File: src/rtl/itype_exec_unit.sv
// Four-state executor for the MIPS I-type immediate ALU group (addi..lui).
// It owns its register file, which a combinational debug port can read.
module itype_exec_unit #(
    parameter int DATA_WIDTH = 32,
    parameter int REG_COUNT  = 32
) (
    input  logic                  SYS_clk,
    input  logic                  SYS_reset,
    input  logic [31:0]           machineCode,
    input  logic                  instr_valid,
    output logic                  instr_ready,
    output logic [DATA_WIDTH-1:0] ALU_result,
    output logic [7:0]            ALU_status,
    output logic                  result_valid,
    input  logic [4:0]            dbg_address,
    output logic [DATA_WIDTH-1:0] dbg_data
);

    localparam int AW = $clog2(REG_COUNT);
    localparam logic [1:0] S_IDLE      = 2'd0;
    localparam logic [1:0] S_DECODE    = 2'd1;
    localparam logic [1:0] S_EXECUTE   = 2'd2;
    localparam logic [1:0] S_WRITEBACK = 2'd3;

    logic [1:0]            state_q, state_d;
    logic [31:0]           instr_q, instr_d;
    logic [2:0]            op_q, op_d;
    logic [DATA_WIDTH-1:0] opa_q, opa_d, opb_q, opb_d;
    logic                  illegal_q, illegal_d;
    logic [DATA_WIDTH-1:0] result_q, result_d;
    logic [7:0]            status_q, status_d;
    logic                  valid_q, valid_d;
    logic                  wr_en_q, wr_en_d;
    logic [DATA_WIDTH-1:0] rf_q [REG_COUNT];
    logic [DATA_WIDTH-1:0] rf_d [REG_COUNT];

    logic [5:0]            opcode_s;
    logic [4:0]            rs_s, rt_s;
    logic [15:0]           imm_s;
    logic                  rs_oob_s, rt_oob_s, dbg_oob_s;
    logic [DATA_WIDTH-1:0] imm_ext_s;
    logic [DATA_WIDTH:0]   sum_s;
    logic [DATA_WIDTH-1:0] exe_res_s;
    logic                  exe_carry_s, exe_ovf_s, exe_sup_s;

    assign opcode_s  = instr_q[31:26];
    assign rs_s      = instr_q[25:21];
    assign rt_s      = instr_q[20:16];
    assign imm_s     = instr_q[15:0];
    assign rs_oob_s  = {1'b0, rs_s} >= 6'(REG_COUNT);
    assign rt_oob_s  = {1'b0, rt_s} >= 6'(REG_COUNT);
    assign dbg_oob_s = {1'b0, dbg_address} >= 6'(REG_COUNT);

    // Immediate extension: logical ops zero-extend, lui places imm in bits [31:16].
    always_comb begin
        imm_ext_s = {{(DATA_WIDTH-16){imm_s[15]}}, imm_s};
        case (opcode_s[2:0])
            3'd4, 3'd5, 3'd6: imm_ext_s = DATA_WIDTH'(imm_s);
            3'd7:             imm_ext_s = DATA_WIDTH'({imm_s, 16'h0000});
            default:          imm_ext_s = {{(DATA_WIDTH-16){imm_s[15]}}, imm_s};
        endcase
    end

    assign sum_s = {1'b0, opa_q} + {1'b0, opb_q};

    // ALU on the latched operands, plus the write-suppression decision.
    always_comb begin
        exe_res_s   = '0;
        exe_carry_s = 1'b0;
        exe_ovf_s   = 1'b0;
        case (op_q)
            3'd0, 3'd1: begin
                exe_res_s   = sum_s[DATA_WIDTH-1:0];
                exe_carry_s = sum_s[DATA_WIDTH];
                exe_ovf_s   = (opa_q[DATA_WIDTH-1] == opb_q[DATA_WIDTH-1]) &&
                              (sum_s[DATA_WIDTH-1] != opa_q[DATA_WIDTH-1]);
            end
            3'd2:    exe_res_s = {{(DATA_WIDTH-1){1'b0}}, ($signed(opa_q) < $signed(opb_q))};
            3'd3:    exe_res_s = {{(DATA_WIDTH-1){1'b0}}, (opa_q < opb_q)};
            3'd4:    exe_res_s = opa_q & opb_q;
            3'd5:    exe_res_s = opa_q | opb_q;
            3'd6:    exe_res_s = opa_q ^ opb_q;
            3'd7:    exe_res_s = opb_q;
            default: exe_res_s = '0;
        endcase
        exe_sup_s = illegal_q || ((op_q == 3'd0) && exe_ovf_s) || (rt_s == 5'd0);
    end

    // Next-state and datapath register updates for the four-phase sequence.
    always_comb begin
        state_d   = state_q;
        instr_d   = instr_q;
        op_d      = op_q;
        opa_d     = opa_q;
        opb_d     = opb_q;
        illegal_d = illegal_q;
        result_d  = result_q;
        status_d  = status_q;
        wr_en_d   = wr_en_q;
        valid_d   = 1'b0;
        rf_d      = rf_q;
        case (state_q)
            S_IDLE: begin
                if (instr_valid) begin
                    instr_d = machineCode;
                    state_d = S_DECODE;
                end else begin
                    state_d = S_IDLE;
                end
            end
            S_DECODE: begin
                illegal_d = (opcode_s[5:3] != 3'b001) || rs_oob_s || rt_oob_s;
                op_d      = opcode_s[2:0];
                opa_d     = rs_oob_s ? '0 : rf_q[rs_s[AW-1:0]];
                opb_d     = imm_ext_s;
                state_d   = S_EXECUTE;
            end
            S_EXECUTE: begin
                if (illegal_q) begin
                    result_d = '0;
                    status_d = 8'h30;
                end else begin
                    result_d = exe_res_s;
                    status_d = {2'b00, exe_sup_s, 1'b0, exe_ovf_s, exe_carry_s,
                                exe_res_s[DATA_WIDTH-1], (exe_res_s == '0)};
                end
                wr_en_d = ~exe_sup_s;
                valid_d = 1'b1;
                state_d = S_WRITEBACK;
            end
            S_WRITEBACK: begin
                if (wr_en_q) begin
                    rf_d[rt_s[AW-1:0]] = result_q;
                end else begin
                    rf_d = rf_q;
                end
                state_d = S_IDLE;
            end
            default: state_d = S_IDLE;
        endcase
    end

    // State registers; synchronous reset aborts any instruction in flight.
    always_ff @(posedge SYS_clk) begin
        if (SYS_reset) begin
            state_q   <= S_IDLE;
            instr_q   <= 32'h0000_0000;
            op_q      <= 3'd0;
            opa_q     <= '0;
            opb_q     <= '0;
            illegal_q <= 1'b0;
            result_q  <= '0;
            status_q  <= 8'h00;
            wr_en_q   <= 1'b0;
            valid_q   <= 1'b0;
            for (int i = 0; i < REG_COUNT; i++) rf_q[i] <= '0;
        end else begin
            state_q   <= state_d;
            instr_q   <= instr_d;
            op_q      <= op_d;
            opa_q     <= opa_d;
            opb_q     <= opb_d;
            illegal_q <= illegal_d;
            result_q  <= result_d;
            status_q  <= status_d;
            wr_en_q   <= wr_en_d;
            valid_q   <= valid_d;
            rf_q      <= rf_d;
        end
    end

    assign instr_ready  = (state_q == S_IDLE) && !SYS_reset;
    assign result_valid = valid_q && !SYS_reset;
    assign ALU_result   = result_q;
    assign ALU_status   = status_q;
    assign dbg_data     = (dbg_oob_s || (dbg_address == 5'd0)) ? '0 : rf_q[dbg_address[AW-1:0]];

endmodule
File: config.mk
export PLATFORM = sky130hd
export DESIGN_NAME = itype_exec_unit
export DESIGN_NICKNAME = d
export VERILOG_FILES = /design/src/rtl/itype_exec_unit.sv
export SDC_FILE = /design/constraint.sdc
export NUM_CORES = 2
export LEC_CHECK = 0
export ABC_AREA = 1
export ABC_CLOCK_PERIOD_IN_PS = 3400
export BUFFER_PORTS_ARGS = -buffer_cell sky130_fd_sc_hd__buf_2
export CAP_MARGIN = 25
export CORE_MARGIN = 3
export CORE_UTILIZATION = 45
export DETAILED_ROUTE_END_ITERATION = 8
export SLEW_MARGIN = 0
export SYNTH_ARGS = -nofsm -noshare
export SYNTH_HDL_FRONTEND = slang
export SYNTH_SLANG_ARGS = --single-unit
File: constraint.sdc
create_clock -name SYS_clk -period 3.4 [get_ports SYS_clk]
set_input_delay 0.17 -clock SYS_clk [delete_from_list [all_inputs] [get_ports SYS_clk]]
set_output_delay 0.17 -clock SYS_clk [all_outputs]
set_load 0.05 [all_outputs]
==> flow_summary.ini <==
[status]
status = complete, no violations

[timing]
hold_viol = 0
holdWs_ns = 0.198
fin_crit_ns = 3.20
rsz0062_at_grt = false
setup_viol = 0
timing.slew.headroom_pct = 23.5
fmax_ghz = 0.313
setup_tns_ns = 0
fin_crit_sh_pct = 94.0
finalMaxSlewViolations = 0
skew_ns = 0.0392
worst_pin_slew_ns = 1.15
finalWorstSetupSlack_ns = 0.205

[global_route]
grt_max_degree = 121
overflow = 0
grt_pass1_wl_um = 428000
grt_usage_pct = 39.6
antenna_found_initial = 20
grt_pass1_vias = 63800

[logic_synthesis]
ys_warn_count = 0
seq_area_frac_synth_pct = 37.3
synth_most_common_cell = nor2_1
yosys_register_bits = 1165
yosys.area.top_type = dfxtp_1
synth.top_cell.area_share_pct = 37.3
syn_area_per_cell_um2 = 6.45
synth-main-ff-cell = dfxtp_1
synthDistinctLibCells = 50
synth_edf_count = 0
synthTopCellsByCount = nor2_1, o21ai_0, dfxtp_1
async_flop_share_pct = 0
synthTopCellsByArea = dfxtp_1, o21ai_0, nor2_1
synth_cells = 9704
netlist_area_um2 = 62500

[placement]
placed_cell_area_um2 = 65900
dpl_worst_slack_ns = -0.00244
hpwl_um = 181000
port_buffers = 111
gp_congestion = 0.976

[critical_path]
cp_data_arrival_time_ns = 3.03
reg2reg_depth = 17
reg2reg_from = opa_q[8]
cpPeakStageDelay_ns = 0.58
critical_path.max_fanout = 2
start_kind = flip-flop
cp_cell_sequence = inv_1 > a21oi_1 > o21ai_0 > o211ai_1 > nand3_1 > nand3_1 > o21ai_0 > a41oi_1 > buf_2
critPathRequiredTime_ns = 3.23
reg2reg_slack_ns = 0.25
regToRegEndpoint = ALU_status[0]
cpMaxStageDelayCell = o21ai_0
end_kind = output pin
path_class = flip-flop to output pin

[route]
wl_per_cell_um = 26.0
via_count = 71300
dr.pass1.iters = 7
wl_um = 296000
drt_iter0_markers = 10500
drcViolationCount = 0
viasPerCell = 6.26
ant_nets = 0

[hold_path]
whs_endpoint = instr_q[11]
hp-class = input port to flip-flop
min_path_cells = 4
worstHoldStart = machineCode[11]

[clock_tree]
numCtsBuffers = 138
cts_tree = yes
clock_sinks = 1165
clk_pin_slew_worst_paths_ns = 0.06
insertion_delay_ns = 0.80
cts_root_buf = clkbuf_16
cts_buffer_depth = 3
htree_levels = 4

[pwr]
leakage_nw = 30.3
ir_drop_mv = 0.432
pwr_density_cell_nw_per_um2 = 485

[floorplan]
row_count = 136
initial_core_util_pct = 45.4
dieHeight_um = 379
io_pins = 114
core-area_um2 = 138000
die-area_um2 = 143000
die_w_um = 379

[layout]
drive_above_1_share_pct = 8.22
fin_nets = 9611
syn2layout_area_growth_pct = 13.5
utilization_pct = 51.6
design_area_um2 = 71000

[run]
drv_cap = 0
==> metrics by stage <==
step | power, W | instances
finish | 0.0344 | 11400
global route | 0.0353 | 11400
CTS | 0.0343 | 11400
detailed placement | 0.0190 | 11100
global placement | 0.0190 | 11100
floorplan | 0.0170 | 9705
==> power breakdown <==
| group | switching (W) | internal, W |
|---|---|---|
| sequential | 0.000116 | 0.0137 |
| clock | 0.00629 | 0.00916 |
| combinational | 0.00363 | 0.00150 |
| total | 0.0100 | 0.0244 |
==> flip-flops by register name (all words and copies together) (netlist names), 2 cells and up <==
name,flops
instr_q,32
ALU_status,6
opb_q,32
state_q,2
opa_q,32
ALU_result,31
rf_q,1024
op_q,3
==> cells in the final DEF, fill, tap and decap left out, types with 15 or more instances in the layout <==
cell type      netlist  layout
nor2_1            2660    2633
dfxtp_1           1165    1155
a31o_2              15      15
buf_4                8     297
nand2_1            515     514
dlygate4sd3_1        0      39
clkbuf_8             0      30
buf_12               0      76
inv_2                5      18
o21ai_0           2392    2392
nor3_1              30      30
o221ai_1            34      34
o211ai_1            89      89
o22ai_1            345     345
clkinv_1             9      17
buf_2               40     107
ha_1               101     100
a21oi_1            627     627
nand3_1            138     138
a221oi_1            41      41
clkinv_2             0      20
o21ai_1             26      26
inv_1              482     455
nand4_1             35      35
clkbuf_1           745      32
clkbuf_16            0     144
nor2_4               0      26
==> layout make-up <==
class	instances	area, µm²
fill	13800	66700
multi-input combinational	7145	34100
sequential	1165	23300
timing repair buffer	523	4760
clock buffer	206	4140
tap	1794	2240
inverter	496	1900
clock inverter	39	503
antenna	8	20.0
==> logic make-up after synthesis <==
group | synth area share (%)
AOI/OAI and AO/OA | 31.2
xor gates and xnor gates | 0.0560
adders and majority gates | 2.05
buffers and inverters | 8.54
DFF | 37.3
other | 0.00600
and+or+nand+nor | 20.9
==> timing repair <==
item,4_1_cts,5_1_grt
hold endpoints to repair,60,0
setup endpoints to repair,1,1
gates resized for setup,1,2
hold buffers,39,0
buffers inserted,0,0
==> layer usage <==
layer | vias up | track usage (%) | wire, µm
li1 | 32200 | - | -
met1 | 33400 | 53.6 | 120000
met2 | 4750 | 57.6 | 122000
met3 | 894 | 10.0 | 36100
met4 | 12 | 21.5 | 17800
met5 | - | 0 | 64
==> worst max-delay path, delay by kind of cell, from the launching register on <==
kind                   cells  cell delay [ns]
AND/OR/NAND/NOR            2             0.62
AO/OA/AOI/OAI              5             0.99
flip-flops                 1             0.30
buffers and inverters      2             0.34
==> worst max-delay path by stage <==
stage | to | startpoint | cells after the start | slack, ns
detailed placement | ALU_status[0] | opa_q[8] | 17 | -0.002
finish | dbg_data[1] | rf_q[609] | 9 | 0.20
global placement | ALU_status[0] | opa_q[8] | 17 | -0.17
CTS | ALU_status[0] | opa_q[8] | 17 | 0.13
global route | ALU_status[0] | opa_q[8] | 17 | 0.03
floorplan | dbg_data[25] | dbg_address[0] | 9 | 1.03
No activity file was read; power rests on OpenSTA's default activity.
